[config.mk]
export PLATFORM = sky130hd
export DESIGN_NAME = mem_wb_unit
export DESIGN_NICKNAME = d
export VERILOG_FILES = /design/src/rtl/mem_wb_unit.sv
export SDC_FILE = /design/constraint.sdc
export NUM_CORES = 1
export LEC_CHECK = 0
export ABC_CLOCK_PERIOD_IN_PS = 4050
export BUFFER_PORTS_ARGS = -buffer_cell sky130_fd_sc_hd__buf_2
export CAP_MARGIN = 20
export CORE_ASPECT_RATIO = 0.9
export CORE_MARGIN = 2
export CORE_UTILIZATION = 30
export CTS_BUF_LIST = sky130_fd_sc_hd__clkbuf_4 sky130_fd_sc_hd__clkbuf_8
export CTS_CLUSTER_SIZE = 14
export DETAILED_ROUTE_END_ITERATION = 10
export PLACE_DENSITY = 0.6
export SLEW_MARGIN = 30
export SYNTH_ARGS = -nofsm -noshare
export SYNTH_HDL_FRONTEND = slang
export SYNTH_SLANG_ARGS = --single-unit
[constraint.sdc]
create_clock -name CLK -period 4.05 [get_ports CLK]
set_input_delay 0.6075 -clock CLK [delete_from_list [all_inputs] [get_ports CLK]]
set_output_delay 0.6075 -clock CLK [all_outputs]
set_load 0.1 [all_outputs]
[src/rtl/mem_wb_unit.sv]
`default_nettype none
// ============================================================================
// Module   : mem_wb_unit
// Brief    : Memory-access and write-back stage of the 5-stage pipeline.
//            Issues loads and stores to a wait-stated data memory over a
//            req/ack handshake. Freezes upstream stages while an access is
//            outstanding. Drives the register-file write port.
// Options  : MEM_TIMEOUT_EN - abort a WAIT that lasts TIMEOUT_CYCLES cycles
//            without an ack, and pulse mem_err.
// Revision : 1.0 - initial release
// ============================================================================
module mem_wb_unit #(
    parameter int ADDR_BASE      = 1024,
    parameter int MEM_ADDR_W     = 16,
    parameter int TIMEOUT_CYCLES = 255
) (
    input  logic                  CLK,
    input  logic                  RST,
    input  logic                  WB_EN_in,
    input  logic                  MEM_R_EN_in,
    input  logic                  MEM_W_EN_in,
    input  logic [31:0]           ALU_Res,
    input  logic [31:0]           Val_Rm,
    input  logic [3:0]            Dest_in,
    output logic                  freeze,
    output logic                  mem_req,
    output logic                  mem_we,
    output logic [MEM_ADDR_W-1:0] mem_addr,
    output logic [31:0]           mem_wdata,
    input  logic                  mem_ack,
    input  logic [31:0]           mem_rdata,
    output logic [31:0]           Result_WB,
    output logic                  writeBackEn,
    output logic [3:0]            Dest_wb,
    output logic                  mem_err
);

    typedef enum logic [0:0] {
        S_IDLE = 1'b0,
        S_WAIT = 1'b1
    } state_t;

    localparam logic [31:0] c_ADDR_BASE = 32'(ADDR_BASE);

    state_t                  r_state;
    state_t                  w_state_nxt;
    logic                    r_wb_en;
    logic [3:0]              r_dest;
    logic                    w_mem_in;
    logic                    w_timeout;
    logic                    w_done;
    logic [31:0]             w_offset;
    logic [MEM_ADDR_W-1:0]   w_word_addr;
    logic                    w_unused;

    // A zero timeout would make every access abort before it could be acked.
    if (TIMEOUT_CYCLES < 1) begin : g_timeout_check
        $error("mem_wb_unit: TIMEOUT_CYCLES must be at least 1");
    end

    // Byte address to word address; underflow wraps, low two bits dropped.
    assign w_offset    = ALU_Res - c_ADDR_BASE;
    assign w_word_addr = w_offset[MEM_ADDR_W+1:2];
    assign w_unused    = ^w_offset;

    assign w_mem_in = MEM_R_EN_in | MEM_W_EN_in;
    assign w_done   = mem_ack | w_timeout;

`ifdef MEM_TIMEOUT_EN
    localparam int c_CNT_W = ($clog2(TIMEOUT_CYCLES + 1) > 8) ? $clog2(TIMEOUT_CYCLES + 1) : 8;
    localparam logic [c_CNT_W-1:0] c_CNT_LAST = c_CNT_W'(TIMEOUT_CYCLES - 1);

    logic [c_CNT_W-1:0] r_wait_cnt;
    logic               r_mem_err;

    // Timeout fires in the last permitted WAIT cycle; a coincident ack wins.
    assign w_timeout = (r_state == S_WAIT) && (r_wait_cnt == c_CNT_LAST) && !mem_ack;

    // WAIT-cycle counter (held at zero in IDLE) and one-cycle abort pulse.
    always_ff @(posedge CLK) begin
        if (RST) begin
            r_wait_cnt <= '0;
            r_mem_err  <= 1'b0;
        end else begin
            r_mem_err <= w_timeout;
            if (r_state == S_IDLE) begin
                r_wait_cnt <= '0;
            end else if (!mem_ack) begin
                r_wait_cnt <= r_wait_cnt + c_CNT_W'(1);
            end
        end
    end

    assign mem_err = r_mem_err;
`else
    assign w_timeout = 1'b0;
    assign mem_err   = 1'b0;
`endif

    // State register.
    always_ff @(posedge CLK) begin
        if (RST) begin
            r_state <= S_IDLE;
        end else begin
            r_state <= w_state_nxt;
        end
    end

    // Next state and freeze; freeze drops in the completing cycle so the
    // upstream registers advance on the same edge the access retires.
    always_comb begin
        w_state_nxt = r_state;
        freeze      = 1'b0;
        case (r_state)
            S_IDLE: begin
                freeze = w_mem_in;
                if (w_mem_in) begin
                    w_state_nxt = S_WAIT;
                end
            end
            S_WAIT: begin
                freeze = ~w_done;
                if (w_done) begin
                    w_state_nxt = S_IDLE;
                end
            end
            default: begin
                w_state_nxt = S_IDLE;
            end
        endcase
    end

    // Memory request registers, latched instruction info and WB register.
    always_ff @(posedge CLK) begin
        if (RST) begin
            mem_req     <= 1'b0;
            mem_we      <= 1'b0;
            mem_addr    <= '0;
            mem_wdata   <= '0;
            r_wb_en     <= 1'b0;
            r_dest      <= '0;
            Result_WB   <= '0;
            writeBackEn <= 1'b0;
            Dest_wb     <= '0;
        end else begin
            case (r_state)
                S_IDLE: begin
                    if (w_mem_in) begin
                        // A load takes priority when both enables are set.
                        mem_req     <= 1'b1;
                        mem_we      <= MEM_W_EN_in & ~MEM_R_EN_in;
                        mem_addr    <= w_word_addr;
                        mem_wdata   <= Val_Rm;
                        r_wb_en     <= WB_EN_in;
                        r_dest      <= Dest_in;
                        writeBackEn <= 1'b0;
                    end else begin
                        Result_WB   <= ALU_Res;
                        writeBackEn <= WB_EN_in;
                        Dest_wb     <= Dest_in;
                    end
                end
                S_WAIT: begin
                    if (mem_ack) begin
                        mem_req <= 1'b0;
                        if (!mem_we) begin
                            Result_WB   <= mem_rdata;
                            writeBackEn <= r_wb_en;
                            Dest_wb     <= r_dest;
                        end else begin
                            writeBackEn <= 1'b0;
                        end
                    end else if (w_timeout) begin
                        // Aborted load returns zero; aborted store writes nothing.
                        mem_req <= 1'b0;
                        if (!mem_we) begin
                            Result_WB   <= 32'h0;
                            writeBackEn <= r_wb_en;
                            Dest_wb     <= r_dest;
                        end else begin
                            writeBackEn <= 1'b0;
                        end
                    end else begin
                        writeBackEn <= 1'b0;
                    end
                end
                default: begin
                    mem_req     <= 1'b0;
                    writeBackEn <= 1'b0;
                end
            endcase
        end
    end

endmodule
`default_nettype wire

==> metrics <==
most used cell, CP=buf_4; critical path class=flip-flop to flip-flop; reg2reg end=Result_WB[22]$_SDFFE_PP0P_; worst slew pin tran=699 ps; slack of the worst reg-to-reg path=1450 ps; Longest Clk Path Bufs=2; Setup-failing EPs final=0; Worst Hold End=mem_wdata[20]$_SDFFE_PP0P_; Syn Inst Count=424; Hold Vio Cnt, Final=0; largest net degree at the start of global routing=94; final period utilization=64.2%; Power per Cell Area=518 nW/um^2; Initial Util=30.7%; Nets=701; P_sw=1.11 mW; Worst Hold Launch=mem_wdata[20]$_SDFFE_PP0P_; Syn Nets=531; Std-Cell Rows=38; Die X=121 um; final wirelength=10900 um; CTS clk-pin slew, worst paths=90 ps; CTS Buf Count=9; post_cts resized=0; final worst slack=1450 ps; core area=12100 um^2; Post-synth ARST share=0%; commonest non-fill, non-tap cells in the layout=buf_2 (192), dfxtp_1 (92), nand2_1 (91), a21oi_1 (48), a211oi_1 (40); endpoint class of the critical path=flip-flop; slowest CP cell=or2_2; WHS=454 ps; Area Overhead vs Synth=34.5%; Overflow after GRT=0; Final TNS setup=0 ps; Critical Path AT=2810 ps; Worst R2R Path Depth=5; Vias per Instance=4.77; Die Area=13300 um^2; CP cell instances=buf_4 -> and3b_1 -> buf_4 -> or2_2 -> a211oi_1; Ant. Diodes=0; Worst VDD drop=313 uV; worst slack, placed=1450 ps; Total GRT Usage=15.9%; Die Height=109 um; Static Leak=2.30 nW; share of cells above drive strength 1=36.9%; Yosys cell types=27; worst-path fanout max=38; antenna violations before repair=1; Iter 0 DRT Violations=168; Slew HR=53.4%; Comb pwr share=35.8%; fillers=1222; Post-CTS Hold Fix Bufs=0; # Post-CTS Setup Buffers=0; RSZ-0062 raised after global routing=false; Sequential Power Share=40.0%; Port Buf Inserts=193; Worst path max stage delay=640 ps; Synthesis Warnings=0; Max Freq=385 MHz; worst-skew pair later-pin latency=360 ps; drt first pass iters=4; I/O pin cnt=195; max_cap viols=0; Worst EP required=4260 ps; H-Tree Depth=3; Final ANT Viol Nets=0; worst reg2reg startpoint=r_state$_SDFF_PP0_; commonest non-fill, non-tap cell in the layout=buf_2; routability cong.=0.732; wire per inst=14.3 um; Yosys reg bits=93; hold depth=2; Detailed Place HPWL=7780 um; average size of a mapped cell=8.75 um^2; CTS root buf=clkbuf_8; Tmin final=2600 ps; Residual DRC=0; switching share of power=43.0%; most used flip-flop cell after synthesis=dfxtp_1; Clk network pwr share=24.2%; Post-synth EDFFs=0; Mapped Area=3710 um^2; internal power=1.47 mW; vias in the first global route=3343; Hold/Removal Path Class=flip-flop to flip-flop; first-pass GRT wire length=16600 um; Sink Count=93; Final Max Slew Viols=0; TritonCTS clock tree=built; via count=3619; Worst Skew=7.03 ps; status=finished, final reports clean; Worst Setup SP=r_state$_SDFF_PP0_; critical path startpoint category=flip-flop; sequential fraction of the synthesis area=50.2%
[power by group through the flow]
| stage | sequential (mW) | combinational [mW] | clock, mW |
|---|---|---|---|
| after floorplan | 1.58 | 0.218 | 0 |
| after global placement | 1.05 | 0.915 | 0 |
| after detailed placement | 1.06 | 0.930 | 0 |
| after CTS | 1.04 | 0.932 | 0.661 |
| final | 1.03 | 0.926 | 0.625 |
| after global routing | 1.04 | 0.971 | 0.695 |
[per-layer routing]
layer  share of wire (%)  global-route usage [%]  vias to the layer above
met5                   0                       0                        -
met4                 1.1                    4.43                        0
met2                  46                    25.9                      132
li1                    -                       -                     1818
met3                 8.3                    6.74                        9
met1                  45                    19.5                     1660
[per-stage QoR]
| step | cells | total power [mW] | utilization [%] | cell area [um^2] |
|---|---|---|---|---|
| 2_1_floorplan | 424 | 1.80 | - | 3710 |
| 3_3_place_gp | 742 | 1.97 | 39.4 | 4760 |
| 3_5_place_dp | 743 | 1.99 | 39.6 | 4780 |
| 4_1_cts | 759 | 2.63 | 41.3 | 4980 |
| 5_1_grt | 759 | 2.71 | 41.3 | 4990 |
| 6_report | 759 | 2.59 | 41.3 | 4990 |
[cells in the mapped netlist, types with 2 or more instances]
master | count | share of area [%]
clkbuf_1 | 25 | 2.5
mux2i_1 | 36 | 9.7
buf_2 | 12 | 1.6
nand2b_1 | 2 | 0.34
a211oi_1 | 40 | 8.1
a311oi_1 | 5 | 1.2
nor2_1 | 10 | 1.0
or2_2 | 2 | 0.34
or3_1 | 4 | 0.67
nand2_1 | 91 | 9.2
dfxtp_1 | 93 | 50
o21ai_0 | 3 | 0.40
inv_1 | 3 | 0.30
nor3_1 | 37 | 5.0
a21oi_1 | 48 | 6.5
buf_4 | 2 | 0.40
[cells by family (layout without fill, tap and decap cells)]
group	Yosys count	in the layout	synth area share, %
buffers and inverters	42	217	4.86
AND/OR/NAND/NOR	150	150	17.5
XOR/XNOR	1	1	0.236
flip-flops	93	93	50.2
multiplexers	36	36	9.71
adder cells (fa/ha/maj)	1	1	0.337
other	1	1	0.101
AO/OA/AOI/OAI	100	100	17.0
[layout make-up]
cell class | count | area, um^2 | share of cell area, %
clock buffers | 10 | 138 | 2.76
repair buffers | 198 | 1030 | 20.6
multi-input cells | 289 | 1680 | 33.8
flip-flops and latches | 93 | 1860 | 37.3
inverters | 3 | 11.3 | 0.226
well taps | 160 | 200 | 4.01
clock inverters | 6 | 62.6 | 1.25
[critical path, delay by kind of cell (launching register included)]
family	cells	cell delay, ps
AO/OA/AOI/OAI	1	190
AND/OR/NAND/NOR	2	880
flip-flops	1	460
buffers and inverters	2	880
[worst max-delay path by stage]
stage          slack (ps)                          to  cells after the start
6_report             1450  Result_WB[22]$_SDFFE_PP0P_                      5
5_1_grt              1300  Result_WB[22]$_SDFFE_PP0P_                      5
4_1_cts              1390  Result_WB[22]$_SDFFE_PP0P_                      5
3_5_place_dp         1450  Result_WB[30]$_SDFFE_PP0P_                      5
3_3_place_gp         1540  Result_WB[13]$_SDFFE_PP0P_                      5
2_1_floorplan        1140                      freeze                      3
[registers in the layout, indices dropped and copies added, names as in the netlist]
register / flops
Dest_wb: 4
Result_WB: 32
mem_addr: 16
mem_req: 1
mem_wdata: 32
mem_we: 1
r_dest: 4
r_state: 1
r_wb_en: 1
writeBackEn: 1
Note: power is estimated with default switching activity, not from simulation.
